### src/rtl/mmio_io_hub_pkg.sv
// Shared constants for the MMIO I/O hub: register offsets,
// KEY_STATUS field positions and IRQ_EN bit indices.
package io_hub_pkg;

  localparam logic [2:0] OFS_SW      = 3'd0;
  localparam logic [2:0] OFS_BTNLVL  = 3'd1;
  localparam logic [2:0] OFS_BTNEDGE = 3'd2;
  localparam logic [2:0] OFS_KEYST   = 3'd3;
  localparam logic [2:0] OFS_KEYDATA = 3'd4;
  localparam logic [2:0] OFS_LED     = 3'd5;
  localparam logic [2:0] OFS_SEG     = 3'd6;
  localparam logic [2:0] OFS_IRQEN   = 3'd7;

  localparam int KS_EMPTY = 16;
  localparam int KS_FULL  = 17;
  localparam int KS_OVF   = 24;

  localparam int IE_EDGE = 0;
  localparam int IE_KEY  = 1;
  localparam int IE_OVF  = 2;

endpackage

### src/rtl/mmio_io_hub_if.sv
// Load/store bus between the core and the I/O hub.
// The master drives strobes; the hub answers with registered data.
interface mmio_io_hub_if;

  logic [31:0] bus_addr;
  logic [31:0] bus_wdata;
  logic        bus_rd;
  logic        bus_wr;
  logic [31:0] bus_rdata;
  logic        bus_rvalid;
  logic        bus_err;

  modport master (
    output bus_addr, bus_wdata, bus_rd, bus_wr,
    input  bus_rdata, bus_rvalid, bus_err
  );

  modport slave (
    input  bus_addr, bus_wdata, bus_rd, bus_wr,
    output bus_rdata, bus_rvalid, bus_err
  );

endinterface

### src/rtl/mmio_io_hub_fifo.sv
// Synchronous FIFO with combinational head and occupancy count.
// A pop while full frees the slot so a same-cycle push is accepted.
module io_sync_fifo #(
  parameter int DEPTH = 8,
  parameter int WIDTH = 8
) (
  input  logic                   clk,
  input  logic                   rst,
  input  logic                   push,
  input  logic                   pop,
  input  logic [WIDTH-1:0]       din,
  output logic [WIDTH-1:0]       dout,
  output logic [$clog2(DEPTH):0] count,
  output logic                   empty,
  output logic                   full
);

  localparam int AW = $clog2(DEPTH);

  logic [WIDTH-1:0] r_mem [DEPTH];
  logic [AW:0]      r_wptr;
  logic [AW:0]      r_rptr;
  logic             w_push;
  logic             w_pop;

  assign count = r_wptr - r_rptr;
  assign empty = (count == '0);
  assign full  = (count == (AW+1)'(DEPTH));
  assign dout  = r_mem[r_rptr[AW-1:0]];

  assign w_pop  = pop & ~empty;
  assign w_push = push & (~full | w_pop);

  always_ff @(posedge clk or posedge rst) begin
    if (rst) begin
      r_wptr <= '0;
      r_rptr <= '0;
    end else begin
      if (w_push) r_wptr <= r_wptr + 1'b1;
      if (w_pop)  r_rptr <= r_rptr + 1'b1;
    end
  end

  always_ff @(posedge clk) begin
    if (w_push) r_mem[r_wptr[AW-1:0]] <= din;
  end

endmodule

### src/rtl/mmio_io_hub.sv
// MMIO hub: window decode, output latches, sticky button edges,
// keycode FIFO with overflow flag, registered read port and irq.
module mmio_io_hub
  import io_hub_pkg::*;
#(
  parameter logic [31:0] BASE_ADDR  = 32'hFFFF_FC00,
  parameter int          SW_W       = 12,
  parameter int          N_BTN      = 4,
  parameter int          LED_W      = 16,
  parameter int          FIFO_DEPTH = 8
) (
  input  logic             clk,
  input  logic             rst,
  mmio_io_hub_if.slave     bus,
  input  logic [SW_W-1:0]  sw_in,
  input  logic [N_BTN-1:0] btn_in,
  input  logic             key_valid,
  input  logic [7:0]       key_code,
  output logic [LED_W-1:0] led_out,
  output logic [31:0]      seg_out,
  output logic             irq
);

  localparam int CW = $clog2(FIFO_DEPTH) + 1;

  logic [31:0]      r_rdata;
  logic             r_rvalid;
  logic             r_err;
  logic [LED_W-1:0] r_led;
  logic [31:0]      r_seg;
  logic [2:0]       r_irq_en;
  logic [N_BTN-1:0] r_btn_prev;
  logic [N_BTN-1:0] r_edge;
  logic             r_ovf;
  logic             r_irq;

  logic             w_hit;
  logic [2:0]       w_ofs;
  logic             w_rd_ok;
  logic             w_wr_ok;
  logic             w_err;
  logic             w_pop;
  logic             w_edge_clr;
  logic [N_BTN-1:0] w_new_edge;
  logic             w_ovf_set;
  logic             w_ovf_clr;
  logic [7:0]       w_dout;
  logic [CW-1:0]    w_count;
  logic             w_empty;
  logic             w_full;
  logic [31:0]      w_rmux;
  logic             w_unused;

  assign w_unused = ^bus.bus_addr[1:0];

  assign w_hit   = (bus.bus_addr[31:5] == BASE_ADDR[31:5]);
  assign w_ofs   = bus.bus_addr[4:2];
  assign w_rd_ok = bus.bus_rd & ~bus.bus_wr & w_hit;
  assign w_wr_ok = bus.bus_wr & w_hit;
  assign w_err   = ((bus.bus_rd | bus.bus_wr) & ~w_hit)
                 | (bus.bus_rd & bus.bus_wr);

  assign w_pop      = w_rd_ok & (w_ofs == OFS_KEYDATA);
  assign w_edge_clr = w_rd_ok & (w_ofs == OFS_BTNEDGE);
  assign w_new_edge = btn_in & ~r_btn_prev;

  // A pop in the same cycle makes room, so that push is not an overflow.
  assign w_ovf_set = key_valid & w_full & ~w_pop;
  assign w_ovf_clr = w_wr_ok & (w_ofs == OFS_KEYST)
                   & bus.bus_wdata[KS_OVF];

  io_sync_fifo #(
    .DEPTH (FIFO_DEPTH),
    .WIDTH (8)
  ) u_fifo (
    .clk   (clk),
    .rst   (rst),
    .push  (key_valid),
    .pop   (w_pop),
    .din   (key_code),
    .dout  (w_dout),
    .count (w_count),
    .empty (w_empty),
    .full  (w_full)
  );

  always_comb begin
    w_rmux = '0;
    unique case (w_ofs)
      OFS_SW:      w_rmux[SW_W-1:0] = sw_in;
      OFS_BTNLVL:  w_rmux[N_BTN-1:0] = btn_in;
      OFS_BTNEDGE: w_rmux[N_BTN-1:0] = r_edge;
      OFS_KEYST: begin
        w_rmux[CW-1:0]   = w_count;
        w_rmux[KS_EMPTY] = w_empty;
        w_rmux[KS_FULL]  = w_full;
        w_rmux[KS_OVF]   = r_ovf;
      end
      OFS_KEYDATA: if (!w_empty) w_rmux[7:0] = w_dout;
      OFS_LED:     w_rmux[LED_W-1:0] = r_led;
      OFS_SEG:     w_rmux = r_seg;
      OFS_IRQEN:   w_rmux[2:0] = r_irq_en;
    endcase
  end

  always_ff @(posedge clk or posedge rst) begin
    if (rst) begin
      r_rdata    <= '0;
      r_rvalid   <= 1'b0;
      r_err      <= 1'b0;
      r_led      <= '0;
      r_seg      <= '0;
      r_irq_en   <= '0;
      r_btn_prev <= '0;
      r_edge     <= '0;
      r_ovf      <= 1'b0;
      r_irq      <= 1'b0;
    end else begin
      r_rvalid <= w_rd_ok;
      r_err    <= w_err;
      if (w_rd_ok)
        r_rdata <= w_rmux;
      else if (bus.bus_rd && !w_hit)
        r_rdata <= '0;
      r_btn_prev <= btn_in;
      // Fresh edges survive a clearing read.
      r_edge <= (w_edge_clr ? '0 : r_edge) | w_new_edge;
      if (w_wr_ok && w_ofs == OFS_LED)
        r_led <= bus.bus_wdata[LED_W-1:0];
      if (w_wr_ok && w_ofs == OFS_SEG)
        r_seg <= bus.bus_wdata;
      if (w_wr_ok && w_ofs == OFS_IRQEN)
        r_irq_en <= bus.bus_wdata[2:0];
      if (w_ovf_set)
        r_ovf <= 1'b1;
      else if (w_ovf_clr)
        r_ovf <= 1'b0;
      r_irq <= (r_irq_en[IE_EDGE] & |r_edge)
             | (r_irq_en[IE_KEY]  & ~w_empty)
             | (r_irq_en[IE_OVF]  & r_ovf);
    end
  end

  assign bus.bus_rdata  = r_rdata;
  assign bus.bus_rvalid = r_rvalid;
  assign bus.bus_err    = r_err;
  assign led_out        = r_led;
  assign seg_out        = r_seg;
  assign irq            = r_irq;

endmodule
### src/flat_wrapper.sv
// flat-port wrapper written by rule: the top's interface ports become plain ports
module mmio_io_hub_flat import io_hub_pkg::*;
#(
  parameter logic [31:0] BASE_ADDR  = 32'hFFFF_FC00,
  parameter int          SW_W       = 12,
  parameter int          N_BTN      = 4,
  parameter int          LED_W      = 16,
  parameter int          FIFO_DEPTH = 8
)
  (clk, rst, sw_in, btn_in, key_valid, key_code, led_out, seg_out, irq, bus_bus_addr, bus_bus_wdata, bus_bus_rd, bus_bus_wr, bus_bus_rdata, bus_bus_rvalid, bus_bus_err);
  mmio_io_hub_if bus_i ();
  input  logic clk;
  input  logic rst;
  input  logic [SW_W-1:0] sw_in;
  input  logic [N_BTN-1:0] btn_in;
  input  logic key_valid;
  input  logic [7:0] key_code;
  output logic [LED_W-1:0] led_out;
  output logic [31:0] seg_out;
  output logic irq;
  input wire logic [$bits(bus_i.bus_addr)-1:0] bus_bus_addr;
  input wire logic [$bits(bus_i.bus_wdata)-1:0] bus_bus_wdata;
  input wire logic [$bits(bus_i.bus_rd)-1:0] bus_bus_rd;
  input wire logic [$bits(bus_i.bus_wr)-1:0] bus_bus_wr;
  output wire logic [$bits(bus_i.bus_rdata)-1:0] bus_bus_rdata;
  output wire logic [$bits(bus_i.bus_rvalid)-1:0] bus_bus_rvalid;
  output wire logic [$bits(bus_i.bus_err)-1:0] bus_bus_err;
  assign bus_i.bus_addr = bus_bus_addr;
  assign bus_i.bus_wdata = bus_bus_wdata;
  assign bus_i.bus_rd = bus_bus_rd;
  assign bus_i.bus_wr = bus_bus_wr;
  assign bus_bus_rdata = bus_i.bus_rdata;
  assign bus_bus_rvalid = bus_i.bus_rvalid;
  assign bus_bus_err = bus_i.bus_err;
  mmio_io_hub #(.BASE_ADDR(BASE_ADDR), .SW_W(SW_W), .N_BTN(N_BTN), .LED_W(LED_W), .FIFO_DEPTH(FIFO_DEPTH)) u_core (.clk(clk), .rst(rst), .bus(bus_i), .sw_in(sw_in), .btn_in(btn_in), .key_valid(key_valid), .key_code(key_code), .led_out(led_out), .seg_out(seg_out), .irq(irq));
endmodule
### config.mk
export PLATFORM = sky130hd
export DESIGN_NAME = mmio_io_hub_flat
export DESIGN_NICKNAME = d
export VERILOG_FILES = /design/src/rtl/mmio_io_hub_pkg.sv /design/src/rtl/mmio_io_hub_if.sv /design/src/rtl/mmio_io_hub_fifo.sv /design/src/rtl/mmio_io_hub.sv /design/src/flat_wrapper.sv
export SDC_FILE = /design/constraint.sdc
export NUM_CORES = 1
export LEC_CHECK = 0
export ABC_AREA = 1
export BUFFER_PORTS_ARGS = -buffer_cell sky130_fd_sc_hd__buf_4
export CORE_MARGIN = 1
export CORE_UTILIZATION = 25
export DETAILED_ROUTE_END_ITERATION = 12
export PLACE_DENSITY_LB_ADDON = 0.05
export SLEW_MARGIN = 20
export SYNTH_ARGS = -nofsm -noshare
export SYNTH_HDL_FRONTEND = slang
export SYNTH_SLANG_ARGS = --single-unit
### constraint.sdc
create_clock -name clk -period 7.49 [get_ports clk]
set_clock_uncertainty 0.1 [all_clocks]
set_input_delay 1.498 -clock clk [delete_from_list [all_inputs] [get_ports clk]]
set_output_delay 1.498 -clock clk [all_outputs]
set_load 0.005 [all_outputs]
==> impl_metrics.env, run 1 <==
export IMPL_status="completed"
export IMPL_yosys_area_share_simple=0.247
export IMPL_io_pin_count=176
export IMPL_synth_warnings=0
export IMPL_tightest_slew_ps=935
export IMPL_synth_cell_types=31
export IMPL_post_drt_via_cell_ratio=4.29
export IMPL_cts_buffers=17
export IMPL_worst_path_buf_inv=1
export IMPL_fmax_mhz=269
export IMPL_cts_max_level=4
export IMPL_cts_hold_fix_buffers=0
export IMPL_overflow=0
export IMPL_yosys_cell_count_top_type="nand2_1"
export IMPL_io_buffers=173
export IMPL_drt_drc_violations_left=0
export IMPL_period_needed_ps=3710
export IMPL_grt_use_total=0.152
export IMPL_ir_drop_uv=136
export IMPL_synth_area_leaders="dfrtp_1 34%, edfxtp_1 26%, nand2_1 14%, nand3_1 4.6%, nor2_1 4.3%"
export IMPL_avgSynthCellArea_um2=9.14
export IMPL_core_um2=29600
export IMPL_drv_slew=0
export IMPL_synth_area_mux_share=0
export IMPL_grt_pass1_wl_um=35000
export IMPL_grt_max_degree=54
export IMPL_cts_repair_resized=0
export IMPL_ys_ff_latch=167
export IMPL_powerDensity_nw_per_um2=227
export IMPL_netlist_area_leader_share=0.343
export IMPL_maxCapViolCount=0
export IMPL_vias=5965
export IMPL_design_die_area_um2=30800
export IMPL_ant_nets=0
export IMPL_hpwl_um=15600
export IMPL_fin_util=0.329
export IMPL_path_class="register to register"
export IMPL_required_ps=7440
export IMPL_fill_cells=3159
export IMPL_cp_slowest_cell="nor2_1"
export IMPL_synthArstFlopShare=0.617
export IMPL_yosysSeqAreaShare=0.598
export IMPL_drive_above_1_share=0.246
export IMPL_nets=1088
export IMPL_crit_path_max_fanout=12
export IMPL_cp_start_kind="register"
export IMPL_yosys_area_top_type="dfrtp_1"
export IMPL_syn_area_um2=7520
export IMPL_hold_violations=0
export IMPL_wirelength_um=22900
export IMPL_crit_arrival_ps=3660
export IMPL_endpoint_kind="register"
export IMPL_min_period_over_period=0.496
export IMPL_multi_input_area_um2=2550
export IMPL_cts_root_buf="clkbuf_16"
export IMPL_synth_nets=922
export IMPL_area_growth_pct=29.4
export IMPL_cts_sinks=167
export IMPL_grt_pass1_vias=5801
export IMPL_synth_top_family_by_area="simple AND/OR/NAND/NOR gates"
export IMPL_clk_path_buf_depth=2
export IMPL_relSlewSlack=0.374
export IMPL_drtPass1Iterations=5
export IMPL_die_x_um=175
export IMPL_drt_iter0_drc=347
export IMPL_fin_tns_setup_ps=0
export IMPL_synth_top_flop_cell="dfrtp_1"
export IMPL_p_leak_nw=4.69
export IMPL_syn_inst=823
export IMPL_synthAdderAreaFrac=0.0110
export IMPL_synth_xor_area_frac=0.00698
export IMPL_tritoncts="built"
export IMPL_crit_top_cell="nand2_1"
export IMPL_setup_viol=0
export IMPL_antennaDiodeCount=0
export IMPL_synth_compound_area_frac=0.0745
export IMPL_rsz0062_at_grt="no"
export IMPL_cts_setup_buffers=0
export IMPL_hold_path_class="register to register"
export IMPL_gp_congestion=0.737
export IMPL_synth_common_cells="280 x nand2_1, 103 x dfrtp_1, 86 x nor2_1"
export IMPL_wire_per_inst_um=16.5
export IMPL_path_clk_slew_ps=70
export IMPL_die_y_um=175
export IMPL_rows=63
export IMPL_clock_latency_ps=430
export IMPL_start_util=0.254
export IMPL_register_area_um2=4500
export IMPL_cpPeakStageDelay_ps=720
export IMPL_synth_edf_count=64
export IMPL_cpLargestDelayFamily="simple AND/OR/NAND/NOR gates"
export IMPL_crit_chain="clkinv_1 > ha_1 > a21oi_1 > nand2_1 > nand2_1 > a21boi_1 > nand2_1 > nand3_1 > nor2_1"
export IMPL_antenna_found_initial=0
kinds of logic after synthesis:
kind of cell,after synthesis
AOI/OAI and AO/OA,93
buffers and inverters,98
DFF,167
adders and majority gates,6
and+or+nand+nor,453
xor gates and xnor gates,6
stage by stage:
stage	power, mW	hold slack (ps)	setup slack, ps	cells	instance area (um2)
2_1_floorplan	1.22	300	3190	823	7520
4_1_cts	2.26	320	3650	1392	9740
3_5_place_dp	1.34	309	3500	1360	9140
6_report	2.21	314	3780	1392	9740
3_3_place_gp	1.34	303	3500	1360	9140
5_1_grt	2.32	345	3390	1392	9740
cells in the final DEF (no fill, tap or decap), drive strengths merged:
cell / count
o41ai: 1
nand4: 6
fa: 1
a21oi: 8
buf: 181
nor2: 91
clkinvlp: 1
clkbuf: 18
edfxtp: 64
xnor2: 3
inv: 70
nand3: 69
nor3: 4
clkinv: 7
xor2: 3
a22oi: 1
nand2: 283
o211ai: 9
ha: 5
a21boi: 1
dfrtp: 103
o21ai: 73
layout make-up:
class | count | share of cell area
timing repair buffer | 181 | 0.140
multi-input combinational | 558 | 0.262
sequential | 167 | 0.462
tap | 390 | 0.0501
clock buffer | 18 | 0.0451
clock inverter | 14 | 0.0161
inverter | 64 | 0.0249
path summary, 6_finish.rpt:
path                                          from                         to  slack, ps  cells after the start
max                        u_core.u_fifo.r_rptr[2]  u_core.u_fifo.r_mem[2][2]       3780                      9
min                           u_core.r_btn_prev[0]           u_core.r_edge[0]        310                      1
max reg2reg                u_core.u_fifo.r_rptr[2]  u_core.u_fifo.r_mem[2][2]       3780                      9
min reg2reg                   u_core.r_btn_prev[0]           u_core.r_edge[0]        310                      1
max in group asynchronous                      rst         u_core.led_out[10]       5050                      3
min in group asynchronous                      rst    u_core.bus.bus_rdata[0]       1080                      2
power by group:
group          leakage (nW)  switching, mW  internal, mW
Sequential             1.98         0.0342          1.02
Clock                 0.289          0.441         0.458
Combinational          2.42          0.174        0.0907
Total                  4.69          0.649          1.56
metal layers:
layer,vias to the layer above,routed length [um],global-route usage
met3,11,1170,0.0290
met1,2791,10900,0.206
met2,162,10600,0.245
li1,3001,-,-
met5,-,0,0
met4,0,225,0.0424
registers in the layout (all words and copies together) (netlist names), 3 cells and up:
name	cells
u_core.u_fifo.r_mem	64
u_core.bus.bus_rdata	32
u_core.seg_out	32
u_core.led_out	16
u_core.r_btn_prev	4
u_core.r_edge	4
u_core.u_fifo.r_rptr	4
u_core.u_fifo.r_wptr	4
u_core.r_irq_en	3
No activity file was read; power rests on OpenSTA's default activity.
==> run 2, diff against run 1 <==
- ABC_AREA: 1 -> 0
- clock period: 7.49 -> 3.8 ns (I/O delays scaled with it)
==> impl_metrics.env, run 2 <==
export IMPL_rows=61
export IMPL_register_area_um2=4500
export IMPL_crit_arrival_ps=3280
export IMPL_cts_setup_buffers=0
export IMPL_multi_input_area_um2=2470
export IMPL_cts_buffers=17
export IMPL_fin_util=0.347
export IMPL_ant_nets=0
export IMPL_setup_viol=0
export IMPL_power_frac_comb=0.126
export IMPL_avgSynthCellArea_um2=14.2
export IMPL_internal_power_mw=3.15
export IMPL_seq_power_share=0.481
export IMPL_hold_violations=0
export IMPL_cts_hold_fix_buffers=0
export IMPL_ir_drop_uv=267
export IMPL_grt_pass1_wl_um=30900
export IMPL_rsz0062_at_grt="no"
export IMPL_cts_root_buf="clkbuf_16"
export IMPL_overflow=0
export IMPL_io_pin_count=176
export IMPL_hpwl_um=14500
export IMPL_clk_path_buf_depth=2
export IMPL_power_share_switching=0.275
export IMPL_design_die_area_um2=29100
export IMPL_drt_drc_violations_left=0
export IMPL_drv_slew=0
export IMPL_fmax_mhz=308
export IMPL_synth_warnings=0
export IMPL_maxCapViolCount=0
export IMPL_cp_start_kind="input port"
export IMPL_layout_commonest_cell="buf_4"
export IMPL_ys_ff_latch=167
export IMPL_fin_tns_setup_ps=0
export IMPL_period_needed_ps=3240
export IMPL_cts_sinks=167
export IMPL_yosys_area_top_type="dfrtp_1"
export IMPL_yosys_cell_count_top_type="dfrtp_1"
export IMPL_endpoint_kind="register"
export IMPL_grt_use_total=0.142
export IMPL_core_um2=27900
export IMPL_drive_above_1_share=0.442
export IMPL_tightest_slew_ps=828
export IMPL_gp_congestion=0.742
export IMPL_netlist_area_leader_share=0.363
export IMPL_die_x_um=171
export IMPL_dp_cells=1054
export IMPL_synth_edf_count=64
export IMPL_die_y_um=171
export IMPL_drtPass1Iterations=4
export IMPL_antenna_found_initial=0
export IMPL_fill_cells=2750
export IMPL_grt_max_degree=63
export IMPL_syn_area_um2=7110
export IMPL_antennaDiodeCount=0
export IMPL_clock_latency_ps=430
export IMPL_cts_max_level=4
export IMPL_required_ps=3830
export IMPL_crit_path_max_fanout=9
export IMPL_largest_reg_flops=64
export IMPL_tritoncts="built"
export IMPL_clockPowerShare=0.393
export IMPL_nets=794
export IMPL_grt_pass1_vias=5237
export IMPL_powerDensity_nw_per_um2=450
export IMPL_synth_cell_types=53
export IMPL_synth_common_cells="103 x dfrtp_1, 64 x edfxtp_1, 56 x nand2_1"
export IMPL_path_class="input port to register"
export IMPL_wirelength_um=20000
export IMPL_relSlewSlack=0.448
export IMPL_start_util=0.255
export IMPL_post_drt_via_cell_ratio=4.48
export IMPL_yosysSeqAreaShare=0.633
export IMPL_synth_nets=599
export IMPL_synthArstFlopShare=0.617
export IMPL_p_leak_nw=4.34
export IMPL_cts_repair_resized=0
export IMPL_final_cell_mix="198 x buf_4, 103 x dfrtp_1, 64 x edfxtp_1"
export IMPL_min_period_over_period=0.853
export IMPL_syn_inst=500
export IMPL_area_growth_pct=36.0
export IMPL_synth_top_flop_cell="dfrtp_1"
export IMPL_drt_iter0_drc=196
export IMPL_vias=4865
export IMPL_switchingPower_mw=1.20
export IMPL_wire_per_inst_um=18.4
export IMPL_io_buffers=173
export IMPL_instances_no_fill=1086
export IMPL_synth_area_leaders="dfrtp_1 36%, edfxtp_1 27%, mux2_2 8.2%, mux4_2 5.1%, a22o_1 4.9%"
export IMPL_status="completed"
export IMPL_hold_path_class="input port to register"
export IMPL_path_clk_slew_ps=70
==> run 2: cell types whose count changed in the layout (fill, tap and decap cells not counted), moves of 7 or more <==
| cell | before | now |
|---|---|---|
| a22o_1 | 0 | 40 |
| buf_4 | 181 | 198 |
| inv_1 | 57 | 11 |
| mux2_2 | 0 | 52 |
| mux4_2 | 0 | 16 |
| nand2_1 | 280 | 56 |
| nand3_1 | 69 | 8 |
| nor2_1 | 86 | 4 |
| o211ai_1 | 9 | 0 |
| o21ai_0 | 49 | 26 |
| o21ai_1 | 7 | 0 |
| o21ai_2 | 17 | 0 |
==> run 2: path summary, 6_finish.rpt <==
path,start,to,slack [ps],depth (start not counted)
max,bus_bus_addr[6],u_core.u_fifo.r_mem[1][1],560,7
min,btn_in[2],u_core.r_btn_prev[2],360,1
max reg2reg,u_core.u_fifo.r_wptr[0],u_core.bus.bus_rdata[0],560,10
min reg2reg,u_core.u_fifo.r_rptr[3],u_core.u_fifo.r_rptr[3],390,1
max in group asynchronous,rst,u_core.bus.bus_rdata[15],2360,3
min in group asynchronous,rst,u_core.bus.bus_rdata[18],370,2
==> run 2: kinds of logic after synthesis <==
group | Yosys count | synth area share
xor+xnor | 8 | 0.00986
flops | 167 | 0.633
mux | 72 | 0.140
buf+inv | 40 | 0.0224
fa+ha+maj | 6 | 0.0116
simple gates | 111 | 0.0828
compound gates | 96 | 0.101
==> run 2: per-stage QoR <==
| step | area (um2) | setup WS (ps) | total power [mW] | hold WS (ps) |
|---|---|---|---|---|
| floorplan | 7110 | 39.7 | 2.40 | 361 |
| global placement | 9080 | 102 | 2.69 | 370 |
| detailed placement | 9080 | 93.7 | 2.69 | 376 |
| CTS | 9660 | 474 | 4.43 | 339 |
| global route | 9660 | 262 | 4.56 | 336 |
| finish | 9660 | 557 | 4.35 | 361 |
==> run 2: cell type report <==
| cell class | count | area share |
|---|---|---|
| Clock buffer | 17 | 0.0440 |
| Clock inverter | 15 | 0.0166 |
| Inverter | 13 | 0.00531 |
| Multi-Input combinational cell | 293 | 0.255 |
| Sequential cell | 167 | 0.466 |
| Tap cell | 378 | 0.0489 |
| Timing Repair Buffer | 203 | 0.164 |
==> run 2: layer usage <==
layer	global-route usage	wire length, um
met1	0.179	8920
met4	0.0407	244
met5	0	0
met2	0.244	9830
met3	0.0322	959
==> run 2: critical path, cell delays in order <==
cell      delay [ps]
buf_4            100
or4b_1           500
or4_1            530
or4_4            610
a21boi_4         300
nor4b_2          240
buf_4            220
==> run 2: power by group through the flow <==
stage	logic [mW]	clock network (mW)	registers [mW]
after detailed placement	0.564	0	2.13
after global placement	0.559	0	2.13
after floorplan	0.307	0	2.09
after global routing	0.616	1.84	2.11
after CTS	0.567	1.77	2.09
final	0.549	1.71	2.09
==> run 3, diff against run 2 <==
- ABC_CLOCK_PERIOD_IN_PS: not set -> 3100
- clock period: 3.8 -> 3.1 ns (I/O delays scaled with it)
==> impl_metrics.env, run 3 (same netlist as run 2, synthesis figures left out) <==
export IMPL_status="completed"
export IMPL_reg2reg_setup_slack_ps=230
export IMPL_crit_path_max_fanout=7
export IMPL_design_area_um2=9770
export IMPL_hold_violations=0
export IMPL_drt_drc_violations_left=0
export IMPL_clk_path_buf_depth=2
export IMPL_largest_reg_flops=64
export IMPL_tightest_slew_ps=836
export IMPL_instances_no_fill=1093
export IMPL_antenna_found_initial=0
export IMPL_setup_viol=0
export IMPL_hpwl_um=14700
export IMPL_nets=801
export IMPL_cts_setup_buffers=0
export IMPL_rsz0062_at_grt="no"
export IMPL_path_clk_slew_ps=70
export IMPL_hold_end="u_core.r_btn_prev[2]"
export IMPL_period_needed_ps=2870
export IMPL_core_um2=27900
export IMPL_relSlewSlack=0.440
export IMPL_worst_slack_ps=226
export IMPL_r2r_start="u_core.u_fifo.r_wptr[0]"
export IMPL_cts_root_buf="clkbuf_16"
export IMPL_maxCapViolCount=0
export IMPL_grt_pass1_vias=5137
export IMPL_fmax_mhz=348
export IMPL_min_period_over_period=0.927
export IMPL_area_growth_pct=37.5
export IMPL_grt_pass1_wl_um=31000
export IMPL_hold_path_startpoint="btn_in[2]"
export IMPL_hold_path_class="input port to register"
export IMPL_grt_use_total=0.144
export IMPL_fin_tns_setup_ps=0
export IMPL_dp_cells=1061
export IMPL_layout_commonest_cell="buf_4"
export IMPL_vias=4897
export IMPL_crit_chain="inv_1 > ha_1 > inv_1 > fa_1 > xor2_1 > nor3b_1 > a31oi_1 > a221oi_1 > o21ai_0"
export IMPL_cts_buffers=17
export IMPL_cts_sinks=167
export IMPL_cts_repair_resized=0
export IMPL_design_die_area_um2=29100
export IMPL_crit_arrival_ps=3060
export IMPL_cp_slowest_cell="a221oi_1"
export IMPL_io_pin_count=176
export IMPL_grt_max_degree=104
export IMPL_clock_latency_ps=420
export IMPL_place_area_um2=9160
export IMPL_cts_max_level=4
export IMPL_rr_endpoint="u_core.bus.bus_rdata[0]"
export IMPL_p_leak_nw=4.40
export IMPL_path_class="register to register"
export IMPL_die_x_um=171
export IMPL_cts_hold_fix_buffers=0
export IMPL_die_y_um=171
export IMPL_crit_top_cell="inv_1"
export IMPL_final_cell_mix="204 x buf_4, 103 x dfrtp_1, 64 x edfxtp_1"
export IMPL_antennaDiodeCount=0
export IMPL_required_ps=3290
export IMPL_place_ws_ps=-215
export IMPL_ant_nets=0
export IMPL_drt_iter0_drc=234
export IMPL_wire_per_inst_um=18.7
export IMPL_reg2reg_depth=9
export IMPL_cpPeakStageDelay_ps=470
export IMPL_drive_above_1_share=0.456
export IMPL_gp_congestion=0.747
export IMPL_endpoint_kind="register"
export IMPL_fin_util=0.351
export IMPL_tritoncts="built"
export IMPL_rows=61
export IMPL_drv_slew=0
export IMPL_io_buffers=173
export IMPL_post_drt_via_cell_ratio=4.48
export IMPL_overflow=0
export IMPL_cp_start_kind="register"
export IMPL_start_util=0.255
export IMPL_worstHoldPathCells=1
export IMPL_drtPass1Iterations=4
export IMPL_wirelength_um=20500
export IMPL_ir_drop_uv=241
export IMPL_powerDensity_nw_per_um2=563
==> run 3: cell types whose count changed in the layout (fill, tap and decap cells not counted), sizes merged <==
cell,delta
buf,+7
bufinv,+1
clkinv,-1
==> run 3: power by group <==
part           total [mW]  leakage (nW)  switching [mW]  internal [mW]
Combinational       0.800          2.14           0.421          0.378
Clock                2.18         0.290            1.02           1.16
Sequential           2.52          1.97          0.0548           2.47
Total                5.50          4.40            1.50           4.00
==> run 3: critical path: cells and delay by family (launching register included) <==
family                     cells  cell delay [ps]
AOI/OAI and AO/OA              3             1000
xor gates and xnor gates       1              180
adders and majority gates      2              540
buffers and inverters          2              150
DFF                            1              380
and+or+nand+nor                1              390
==> run 3: per-layer routing <==
layer	share of wire	vias up	track usage
met5	0	-	0
met1	0.45	2459	0.181
met3	0.041	18	0.0287
met2	0.50	120	0.250
li1	-	2300	-
met4	0.012	0	0.0403
==> run 3: how the worst max path moves through the flow <==
stage | startpoint | to | slack (ps) | cells past startpoint
floorplan | bus_bus_addr[6] | u_core.u_fifo.r_mem[1][0] | -140 | 6
global placement | bus_bus_addr[6] | u_core.u_fifo.r_mem[1][4] | -150 | 7
detailed placement | bus_bus_addr[6] | u_core.u_fifo.r_mem[6][5] | -210 | 6
CTS | u_core.u_fifo.r_wptr[0] | u_core.bus.bus_rdata[0] | 160 | 9
global route | u_core.u_fifo.r_wptr[0] | u_core.bus.bus_rdata[0] | 40 | 9
finish | u_core.u_fifo.r_wptr[0] | u_core.bus.bus_rdata[0] | 230 | 9
==> run 3: area by class of cell <==
type,count,area [um2]
Timing Repair Buffer,210,1650
Clock buffer,17,425
Sequential cell,167,4500
Clock inverter,15,178
Multi-Input combinational cell,293,2490
Tap cell,378,473
Fill cell,2752,18100
Inverter,13,52.6
==> run 3: through the flow <==
step | power, mW | hold slack [ps]
floorplan | 2.96 | 361
finish | 5.50 | 229
detailed placement | 3.39 | 374
global route | 5.75 | 209
global placement | 3.37 | 376
CTS | 5.59 | 204
